--- src/rtl/time_disp_pkg.sv ---
// Shared constants and helpers for the time-setting clock: FSM encoding,
// field limits, blink mask bit positions and the debounce length calculation.
package time_disp_pkg;

    localparam logic [1:0] ST_RUN      = 2'd0;
    localparam logic [1:0] ST_SET_HOUR = 2'd1;
    localparam logic [1:0] ST_SET_MIN  = 2'd2;
    localparam logic [1:0] ST_SET_SEC  = 2'd3;

    localparam logic [5:0] HOUR_MAX = 6'd23;
    localparam logic [5:0] MIN_MAX  = 6'd59;
    localparam logic [5:0] SEC_MAX  = 6'd59;

    localparam int BLINK_IDX_HOUR = 2;
    localparam int BLINK_IDX_MIN  = 1;
    localparam int BLINK_IDX_SEC  = 0;

    // Small clock frequencies (simulation builds) round to zero ms-cycles; never go below one.
    function automatic int debounce_cycles(input int clk_freq, input int ms);
        int c;
        c = (clk_freq / 1000) * ms;
        return (c < 1) ? 1 : c;
    endfunction

    function automatic logic [5:0] wrap_inc(input logic [5:0] v, input logic [5:0] max_v);
        return (v >= max_v) ? 6'd0 : v + 6'd1;
    endfunction

    function automatic logic [1:0] next_mode_state(input logic [1:0] s);
        case (s)
            ST_RUN:      return ST_SET_HOUR;
            ST_SET_HOUR: return ST_SET_MIN;
            ST_SET_MIN:  return ST_SET_SEC;
            default:     return ST_RUN;
        endcase
    endfunction

endpackage

--- src/rtl/key_debounce.sv ---
// Two-flop synchronizer plus press debouncer for one active-low key.
// Emits a single-cycle press pulse after DEBOUNCE_CNT consecutive low samples.
module key_debounce #(
    parameter int DEBOUNCE_CNT = 1
) (
    input  logic clk,
    input  logic rst,
    input  logic key_raw,
    output logic press
);

    localparam int CNT_W = $clog2(DEBOUNCE_CNT + 1);
    localparam logic [CNT_W-1:0] CNT_LOAD = CNT_W'(DEBOUNCE_CNT);
    localparam logic [CNT_W-1:0] CNT_ONE  = CNT_W'(1);

    logic             sync1_q, sync1_d;
    logic             sync2_q, sync2_d;
    logic [1:0]       vld_q, vld_d;
    logic [CNT_W-1:0] cnt_q, cnt_d;
    logic             press_q, press_d;

    // The synchronizer resets to "released"; vld_q keeps that fake high sample from
    // arming the counter, so a key held through reset needs a real release first.
    always_comb begin
        sync1_d = key_raw;
        sync2_d = sync1_q;
        vld_d   = {vld_q[0], 1'b1};
        cnt_d   = cnt_q;
        press_d = 1'b0;
        if (!vld_q[1]) begin
            cnt_d = '0;
        end else if (sync2_q) begin
            cnt_d = CNT_LOAD;
        end else if (cnt_q != '0) begin
            cnt_d   = cnt_q - CNT_ONE;
            press_d = (cnt_q == CNT_ONE);
        end
    end

    always_ff @(posedge clk or negedge rst) begin
        if (!rst) begin
            sync1_q <= 1'b1;
            sync2_q <= 1'b1;
            vld_q   <= 2'b00;
            cnt_q   <= '0;
            press_q <= 1'b0;
        end else begin
            sync1_q <= sync1_d;
            sync2_q <= sync2_d;
            vld_q   <= vld_d;
            cnt_q   <= cnt_d;
            press_q <= press_d;
        end
    end

    assign press = press_q;

endmodule

--- src/rtl/time_cnt_set.sv ---
// Real-time clock with key-driven hour/minute/second setting.
// Optional field blinking while setting is enabled by defining TIME_SET_BLINK_EN.
//
// state       | meaning
// ST_RUN      | clock runs from the 1 s prescaler, inc key ignored
// ST_SET_HOUR | prescaler held, inc advances hour
// ST_SET_MIN  | prescaler held, inc advances minute
// ST_SET_SEC  | prescaler held, inc advances second
module time_cnt_set
    import time_disp_pkg::*;
#(
    parameter int CLK_FREQ     = 50_000_000,
    parameter int DEBOUNCE_MS  = 20,
    parameter int DEBOUNCE_CNT = debounce_cycles(CLK_FREQ, DEBOUNCE_MS)
) (
    input  logic       clk,
    input  logic       rst,
    input  logic       key_mode,
    input  logic       key_inc,
    output logic [5:0] hour,
    output logic [5:0] minute,
    output logic [5:0] second,
    output logic [2:0] blink
);

    localparam int PRESC_W = (CLK_FREQ > 2) ? $clog2(CLK_FREQ) : 1;
    localparam logic [PRESC_W-1:0] PRESC_LAST = PRESC_W'(CLK_FREQ - 1);
    localparam logic [PRESC_W-1:0] PRESC_ONE  = PRESC_W'(1);

    logic mode_pulse;
    logic inc_pulse;

    key_debounce #(.DEBOUNCE_CNT(DEBOUNCE_CNT)) u_deb_mode (
        .clk     (clk),
        .rst     (rst),
        .key_raw (key_mode),
        .press   (mode_pulse)
    );

    key_debounce #(.DEBOUNCE_CNT(DEBOUNCE_CNT)) u_deb_inc (
        .clk     (clk),
        .rst     (rst),
        .key_raw (key_inc),
        .press   (inc_pulse)
    );

    logic [1:0]         state_q, state_d;
    logic [PRESC_W-1:0] presc_q, presc_d;
    logic [5:0]         hour_q, hour_d;
    logic [5:0]         min_q, min_d;
    logic [5:0]         sec_q, sec_d;
    logic               tick;

    always_comb begin
        state_d = state_q;
        presc_d = presc_q;
        hour_d  = hour_q;
        min_d   = min_q;
        sec_d   = sec_q;
        tick    = 1'b0;
        if (state_q == ST_RUN) begin
            if (presc_q == PRESC_LAST) begin
                presc_d = '0;
                tick    = 1'b1;
            end else begin
                presc_d = presc_q + PRESC_ONE;
            end
            if (tick) begin
                sec_d = wrap_inc(sec_q, SEC_MAX);
                if (sec_q == SEC_MAX) begin
                    min_d = wrap_inc(min_q, MIN_MAX);
                    if (min_q == MIN_MAX) begin
                        hour_d = wrap_inc(hour_q, HOUR_MAX);
                    end
                end
            end
            if (mode_pulse) begin
                state_d = ST_SET_HOUR;
                presc_d = '0;
            end
        end else begin
            // Prescaler parked at zero so the first tick after setting is a full second away.
            presc_d = '0;
            if (mode_pulse) begin
                state_d = next_mode_state(state_q);
            end else if (inc_pulse) begin
                case (state_q)
                    ST_SET_HOUR: hour_d = wrap_inc(hour_q, HOUR_MAX);
                    ST_SET_MIN:  min_d  = wrap_inc(min_q, MIN_MAX);
                    default:     sec_d  = wrap_inc(sec_q, SEC_MAX);
                endcase
            end
        end
    end

    always_ff @(posedge clk or negedge rst) begin
        if (!rst) begin
            state_q <= ST_RUN;
            presc_q <= '0;
            hour_q  <= '0;
            min_q   <= '0;
            sec_q   <= '0;
        end else begin
            state_q <= state_d;
            presc_q <= presc_d;
            hour_q  <= hour_d;
            min_q   <= min_d;
            sec_q   <= sec_d;
        end
    end

    assign hour   = hour_q;
    assign minute = min_q;
    assign second = sec_q;

`ifdef TIME_SET_BLINK_EN
    localparam int BLINK_HALF = (CLK_FREQ / 4 > 0) ? CLK_FREQ / 4 : 1;
    localparam int BLINK_W    = (BLINK_HALF > 1) ? $clog2(BLINK_HALF) : 1;
    localparam logic [BLINK_W-1:0] BLINK_LOAD = BLINK_W'(BLINK_HALF - 1);
    localparam logic [BLINK_W-1:0] BLINK_ONE  = BLINK_W'(1);

    logic [BLINK_W-1:0] blink_cnt_q, blink_cnt_d;
    logic               phase_q, phase_d;
    logic               restart;

    // Any edit or field change restarts in the visible phase so the user sees the new value.
    assign restart = (state_d != state_q) ||
                     ((state_q != ST_RUN) && inc_pulse && !mode_pulse);

    always_comb begin
        blink_cnt_d = blink_cnt_q - BLINK_ONE;
        phase_d     = phase_q;
        if (restart || (state_q == ST_RUN)) begin
            blink_cnt_d = BLINK_LOAD;
            phase_d     = 1'b0;
        end else if (blink_cnt_q == '0) begin
            blink_cnt_d = BLINK_LOAD;
            phase_d     = ~phase_q;
        end
    end

    always_ff @(posedge clk or negedge rst) begin
        if (!rst) begin
            blink_cnt_q <= BLINK_LOAD;
            phase_q     <= 1'b0;
        end else begin
            blink_cnt_q <= blink_cnt_d;
            phase_q     <= phase_d;
        end
    end

    always_comb begin
        blink                 = 3'b000;
        blink[BLINK_IDX_HOUR] = phase_q && (state_q == ST_SET_HOUR);
        blink[BLINK_IDX_MIN]  = phase_q && (state_q == ST_SET_MIN);
        blink[BLINK_IDX_SEC]  = phase_q && (state_q == ST_SET_SEC);
    end
`else
    assign blink = 3'b000;
`endif

endmodule
--- config.mk ---
export PLATFORM = sky130hd
export DESIGN_NAME = time_cnt_set
export DESIGN_NICKNAME = d
export VERILOG_FILES = /design/src/rtl/time_disp_pkg.sv /design/src/rtl/key_debounce.sv /design/src/rtl/time_cnt_set.sv
export SDC_FILE = /design/constraint.sdc
export NUM_CORES = 1
export LEC_CHECK = 0
export CAP_MARGIN = 10
export CORE_AREA = 5 5 105 107
export CTS_CLUSTER_SIZE = 30
export DETAILED_ROUTE_END_ITERATION = 7
export DIE_AREA = 0 0 110 112
export DONT_BUFFER_PORTS = 1
export GPL_TIMING_DRIVEN = 0
export PLACE_DENSITY_LB_ADDON = 0.05
export SYNTH_ARGS = -nofsm -noshare
export SYNTH_HDL_FRONTEND = slang
export SYNTH_SLANG_ARGS = --single-unit
--- constraint.sdc ---
create_clock -name clk -period 2.2 [get_ports clk]
set_input_delay 0.33 -clock clk [delete_from_list [all_inputs] [get_ports clk]]
set_output_delay 0.33 -clock clk [all_outputs]
set_load 0.05 [all_outputs]
==> results of run 1 <==
## report_power, final
part	leakage, nW	switching, mW	internal, mW
clock	0.116	0.596	0.702
sequential	1.24	0.185	1.87
combinational	1.08	0.430	0.378
## Yosys cell counts (all sizes together) (3+ instances only)
cell    instances  area, um2
a211oi          3       27.5
a21o            4       30.0
a21oi          24        120
and2            6       37.5
and3            8       50.1
buf             5       32.5
clkbuf          8       30.0
dfrtp          90       2250
dfstp           4        105
ha             13        163
inv            16       60.1
mux2i           3       30.0
nand2          26       97.6
nand2b          4       25.0
nand3          30        155
nand3b          3       22.5
nand4          11       83.8
nor2           61        229
nor2b           3       18.8
nor3           16       80.1
nor3b           6       45.0
nor4           15        170
nor4b           3       26.3
o21a            6       45.0
o21ai          34        170
o22ai           3       18.8
o31ai           6       45.0
or2             4       25.0
or3            16        110
or4             6       46.3
xnor2          16        140
xor2           31        272
## worst register-to-register path, delay by kind of cell, from the launching register on
family	cells	cell delay (ns)
compound gates	2	0.20
fa+ha+maj	1	0.17
flops	1	0.42
simple gates	3	1.02
buf+inv	1	0.18
## worst paths after layout
| kind | end | slack [ns] | start | cells past startpoint |
|---|---|---|---|---|
| max | hour[2] | 0.11 | presc_q[0] | 7 |
| min | presc_q[14] | -0.34 | rst | 0 |
| max reg2reg | hour[2] | 0.11 | presc_q[0] | 7 |
| min reg2reg | u_deb_inc.vld_q[1] | 0.35 | u_deb_inc.vld_q[0] | 0 |
| max in group asynchronous | u_deb_mode.sync1_q | 2.30 | rst | 0 |
| min in group clk | u_deb_inc.vld_q[1] | 0.35 | u_deb_inc.vld_q[0] | 0 |
## layer usage
layer / up-vias / global-route usage
li1: 1855 / -
met1: 1828 / 0.223
met2: 34 / 0.281
met3: 12 / 0.0296
met4: 0 / 0.0640
met5: - / 0
## kinds of logic after synthesis
group                      Yosys count  synth area share
AOI/OAI and AO/OA                   93             0.115
other                                2           0.00152
adders and majority gates           14            0.0349
DFF                                 94             0.476
muxes                                4           0.00834
and+or+nand+nor                    223             0.256
buffers and inverters               29            0.0248
xor gates and xnor gates            47            0.0831
## sequential cells by signal, summed over array words and instances, names as in the netlist
name and flops:
second 6, u_deb_inc.sync1_q 1, u_deb_inc.vld_q 2, u_deb_inc.sync2_q 1
state_q 2, u_deb_mode.cnt_q 20, u_deb_inc.press 1, presc_q 26
u_deb_mode.sync2_q 1, minute 6, u_deb_mode.press 1, u_deb_inc.cnt_q 20
hour 6, u_deb_mode.sync1_q 1
## placed cells by master, fill, tap and decap left out, types with 15 or more instances in the layout
cell,count
nor3_1,15
xor2_1,31
o21ai_0,31
dfrtp_1,82
xnor2_1,16
nor2_1,60
nand3_1,28
nand2_1,26
a21oi_1,24
inv_1,16
## cell type report
| cell class | count | area, um2 | share of cell area |
|---|---|---|---|
| inverter | 16 | 60.1 | 0.0108 |
| multi-input combinational | 385 | 2560 | 0.460 |
| clock buffer | 11 | 151 | 0.0272 |
| sequential | 94 | 2370 | 0.426 |
| buffer | 13 | 68.8 | 0.0124 |
| timing repair buffer | 13 | 103 | 0.0184 |
| clock inverter | 5 | 81.3 | 0.0146 |
| tap | 136 | 170 | 0.0306 |
## per-stage QoR
stage	hold WS, ns	instance area [um2]	worst slack [ns]	util	total power, mW
2_1_floorplan	0.0344	4960	0.222	-	2.64
3_3_place_gp	0.0384	5130	-0.114	0.511	2.77
3_5_place_dp	0.0386	5130	-0.154	0.511	2.79
4_1_cts	-0.373	5410	0.000307	0.538	4.12
5_1_grt	-0.384	5560	-0.0437	0.554	4.42
6_report	-0.345	5560	0.113	0.554	4.16
## what timing repair did
| item | 4_1_cts | 5_1_grt |
|---|---|---|
| endpoints found under the hold margin | 96 | 94 |
| resized for setup | 10 | 20 |
| endpoints found under the setup margin | 18 | 54 |
| buffers inserted | 0 | 11 |
| pin swaps | 1 | 6 |
==> reports/metrics.yaml, run 1 <==
global_route:
  grt_overflow: 0
  grt_pass1_vias: 3752
  grt_pass1_wl_mm: 17.2
  antenna_found_initial: 0
  grt.total_usage: 0.171
  grt_max_degree: 95
drt:
  drtIter0Drc: 153
  topRoutingLayerUsed: "met4"
  totalWireLength_mm: 9.75
  antenna_violating_nets_post_route: 0
  wl_met3_um: 237
  first_pass_iters: 5
  drc_errors: 0
  viasPerCell: 5.54
  vias: 3729
  wl_met1_mm: 4.55
  wl_met2_mm: 4.80
  wire_per_inst_um: 14.5
final_layout:
  syn_to_final_growth_pct: 12.3
  nFillCells: 921
  insertedDiodeCount: 0
  layout.nets: 549
  drive_gt1_frac: 0.138
  fin_cells: 673
die:
  die_h_um: 112
  coreArea_um2: 10000
  start_util: 0.493
  dieArea_um2: 12300
  die_x_um: 110
  boundaryPins: 25
  num_rows: 37
timing:
  timing.final.crit_share: 0.949
  tightestPinTransition_ns: 0.686
  fin_hold_ws_ns: -0.345
  setup_tns_ns: 0
  skew_ns: 0.0103
  max_freq_mhz: 479
  slew-limit-headroom: 0.539
  finalHoldViolCount: 94
  period_needed_ns: 2.09
  maxSlewViolCount: 0
  setup_viol_count_final: 0
logic_synthesis:
  synth-edff-count: 0
  synthDistinctLibCells: 59
  yosys_warnings: 0
  syn-mean-instance-area_um2: 9.79
  synthesis.instances: 506
  ys_ff_latch: 94
  ys_seq_area_frac: 0.476
  ys.flop_type: "dfrtp_1"
  synthArstFlopShare: 1.00
  netlist_area_um2: 4950
power:
  worst_ir_drop_vdd_uv: 374
  p_per_area_nw_per_um2: 748
  leakage_nw: 2.43
placed_design:
  dp.cells: 644
  routabilityCongestion: 0.789
  numPortBuffers: 0
  hpwl_mm: 6.58
clock_network:
  htreeDepth: 3
  cts-root-buf: "clkbuf_8"
  clk_pin_slew_ns: 0.09
  cts_buffer_depth: 2
  worstSkewPairLatency_ns: 0.36
  tritoncts: "done"
  ctsHoldBuffers: 2
  cts_buffers: 9
  clock_sinks: 94
worst_setup_path:
  crit_chain: "ha_4 -> nand4_4 -> or3_4 -> nor4_4 -> buf_4 -> o22ai_1 -> o2bb2ai_1"
  setup.worst_path.end_class: "register"
  worstSetupPathType: "register to register"
  critPathMaxStageDelay_ns: 0.44
  crit_arrival_ns: 2.35
  start_kind: "register"
  path_buf_inv: 1
  worst-path-max-fanout: 7
  slowest_stage: "or3_4"
  required_ns: 2.46
  crit_family: "simple AND/OR/NAND/NOR gates"
flow_run:
  cap_violations: 0
status:
  status: "finished, violations left"
  violations: "negative hold slack"
hold_path:
  holdCritPathClass: "input pin to asynchronous set/reset pin"
(Power assumes the default switching activity.)
==> inputs of run 2 (changes only) <==
Settings changed: DONT_BUFFER_PORTS 1 to default.
==> run 2 against run 1 <==
The run now ends clean. Critical path depth is 1 lower. Fmax is 1.2% lower. Design area rose by 3.3%. Critical path type unchanged.
==> reports/metrics.yaml, run 2 (synthesis results as in run 1) <==
status:
  status: "complete, no violations"
final_layout:
  final_common_cell: "dfrtp_1"
  layout_common_cells: "dfrtp_1, nor2_1, o21ai_0, xor2_1, nand3_1"
  fin_cells: 690
  largest_registers: "presc_q: 26 flops, u_deb_inc.cnt_q: 20 flops, u_deb_mode.cnt_q: 20 flops"
  nFillCells: 889
  drive_gt1_frac: 0.117
  layout.nets: 566
  top_register: "presc_q"
  insertedDiodeCount: 0
  largest_reg_flops: 26
  syn_to_final_growth_pct: 16.0
die:
  boundaryPins: 25
  num_rows: 37
  die_x_um: 110
  coreArea_um2: 10000
  dieArea_um2: 12300
  die_h_um: 112
  start_util: 0.493
worst_setup_path:
  crit_family: "simple AND/OR/NAND/NOR gates"
  start_kind: "register"
  worstSetupPathType: "register to register"
  setup.worst_path.end_class: "register"
  critPathMaxStageDelay_ns: 0.44
  r2r-start: "presc_q[10]"
  crit_arrival_ns: 2.35
  worst-path-max-fanout: 10
  slowest_stage: "nor4b_1"
  crit_chain: "nor4b_1 -> and4_1 -> a311o_1 -> buf_2 -> clkbuf_1 -> nor2_1"
  ff2ff_path_depth: 6
  rr_endpoint: "presc_q[16]"
  reg2reg_setup_slack_ns: 0.09
  required_ns: 2.44
  path_buf_inv: 2
global_route:
  grt_overflow: 0
  grt_max_degree: 67
  antenna_found_initial: 0
  grt_pass1_vias: 3684
  grt_pass1_wl_mm: 16.8
  grt.total_usage: 0.167
hold_path:
  holdCritPathClass: "register to register"
  min_to: "u_deb_inc.vld_q[1]"
  worstHoldPathCells: 0
  worstHoldStart: "u_deb_inc.vld_q[0]"
drt:
  drtIter0Drc: 181
  viasPerCell: 5.43
  vias: 3745
  drc_errors: 0
  first_pass_iters: 4
  antenna_violating_nets_post_route: 0
  totalWireLength_mm: 9.80
  wire_per_inst_um: 14.2
clock_network:
  cts-root-buf: "clkbuf_8"
  worstSkewPairLatency_ns: 0.37
  tritoncts: "done"
  cts_buffers: 9
  clock_sinks: 94
  cts_buffer_depth: 2
  htreeDepth: 3
  clk_pin_slew_ns: 0.09
timing:
  finalHoldViolCount: 0
  rsz0062_at_grt: "yes"
  max_freq_mhz: 473
  skew_ns: 0.0127
  setup_viol_count_final: 0
  tightestPinTransition_ns: 0.689
  timing.final.crit_share: 0.960
  slew-limit-headroom: 0.537
  setup_tns_ns: 0
  maxSlewViolCount: 0
  period_needed_ns: 2.11
  fin_hold_ws_ns: 0.356
placed_design:
  dp.cells: 666
  routabilityCongestion: 0.810
  hpwl_mm: 6.69
  numPortBuffers: 21
power:
  p_per_area_nw_per_um2: 723
  leakage_nw: 2.50
  worst_ir_drop_vdd_uv: 386
flow_run:
  cap_violations: 0
[run 2: cell types whose count changed in the layout (fill, tap and decap cells not counted), moves of 2 or more]
| cell | change |
|---|---|
| dfrtp_1 | +6 |
| buf_4 | -2 |
| clkinvlp_4 | +3 |
| clkbuf_2 | -2 |
| dfrtp_2 | -6 |
| clkbuf_8 | -2 |
| clkdlybuf4s50_1 | +20 |
[run 2: what timing repair did]
| action | 4_1_cts | 5_1_grt |
|---|---|---|
| resized for setup | 5 | 15 |
| setup endpoints to repair | 16 | 41 |
| buffers inserted | 0 | 8 |
| endpoints found under the hold margin | 28 | 0 |
| hold buffers | 1 | 0 |
| pin swaps | 1 | 5 |
| cloned | 0 | 0 |
[run 2: how the worst max path moves through the flow]
stage                             start                   end  slack, ns  cells after the start
floorplan                    presc_q[0]             minute[5]       0.22                      6
global placement                    rst  u_deb_mode.cnt_q[10]      -2.80                      1
detailed placement  u_deb_mode.cnt_q[0]  u_deb_mode.cnt_q[10]      -0.13                      8
CTS                          presc_q[0]             minute[3]       0.01                      6
global route                presc_q[15]            presc_q[5]      -0.11                      6
finish                      presc_q[10]           presc_q[16]       0.09                      6
[run 2: worst register-to-register path, delay by kind of cell, from the launching register on]
family / cells / cell delay [ns]
AND/OR/NAND/NOR: 3 / 0.85
buffers and inverters: 2 / 0.55
flip-flops: 1 / 0.43
AO/OA/AOI/OAI: 1 / 0.16
[run 2: per-stage QoR]
step	setup WS, ns	util	cell area (um2)	power (mW)
6_report	0.0870	0.572	5740	4.15
5_1_grt	-0.112	0.572	5740	4.40
4_1_cts	0.0134	0.559	5620	4.15
3_5_place_dp	-0.126	0.534	5370	2.84
3_3_place_gp	-2.80	0.532	5340	2.81
2_1_floorplan	0.222	-	4960	2.64
[run 2: where the power goes]
group / total [mW] / switching, mW / internal (mW)
clock: 1.28 / 0.636 / 0.641
combinational: 0.818 / 0.458 / 0.360
sequential: 2.06 / 0.185 / 1.87
[run 2: area by class of cell]
class | instances | area (um2) | share of cell area
multi-input combinational | 385 | 2560 | 0.445
inverter | 16 | 60.1 | 0.0105
clock inverter | 7 | 98.8 | 0.0172
tap | 136 | 170 | 0.0296
timing repair buffer | 31 | 310 | 0.0540
sequential | 94 | 2360 | 0.411
buffer | 12 | 62.6 | 0.0109
clock buffer | 9 | 124 | 0.0216
[run 2: per-layer routing]
layer / global-route usage / up-vias / wire [um] / part of all wire
met5: 0 / - / 0 / 0
met4: 0.0623 / 0 / 119 / 0.012
met3: 0.0278 / 11 / 235 / 0.024
met2: 0.274 / 30 / 4800 / 0.49
met1: 0.221 / 1818 / 4640 / 0.47
li1: - / 1886 / - / -
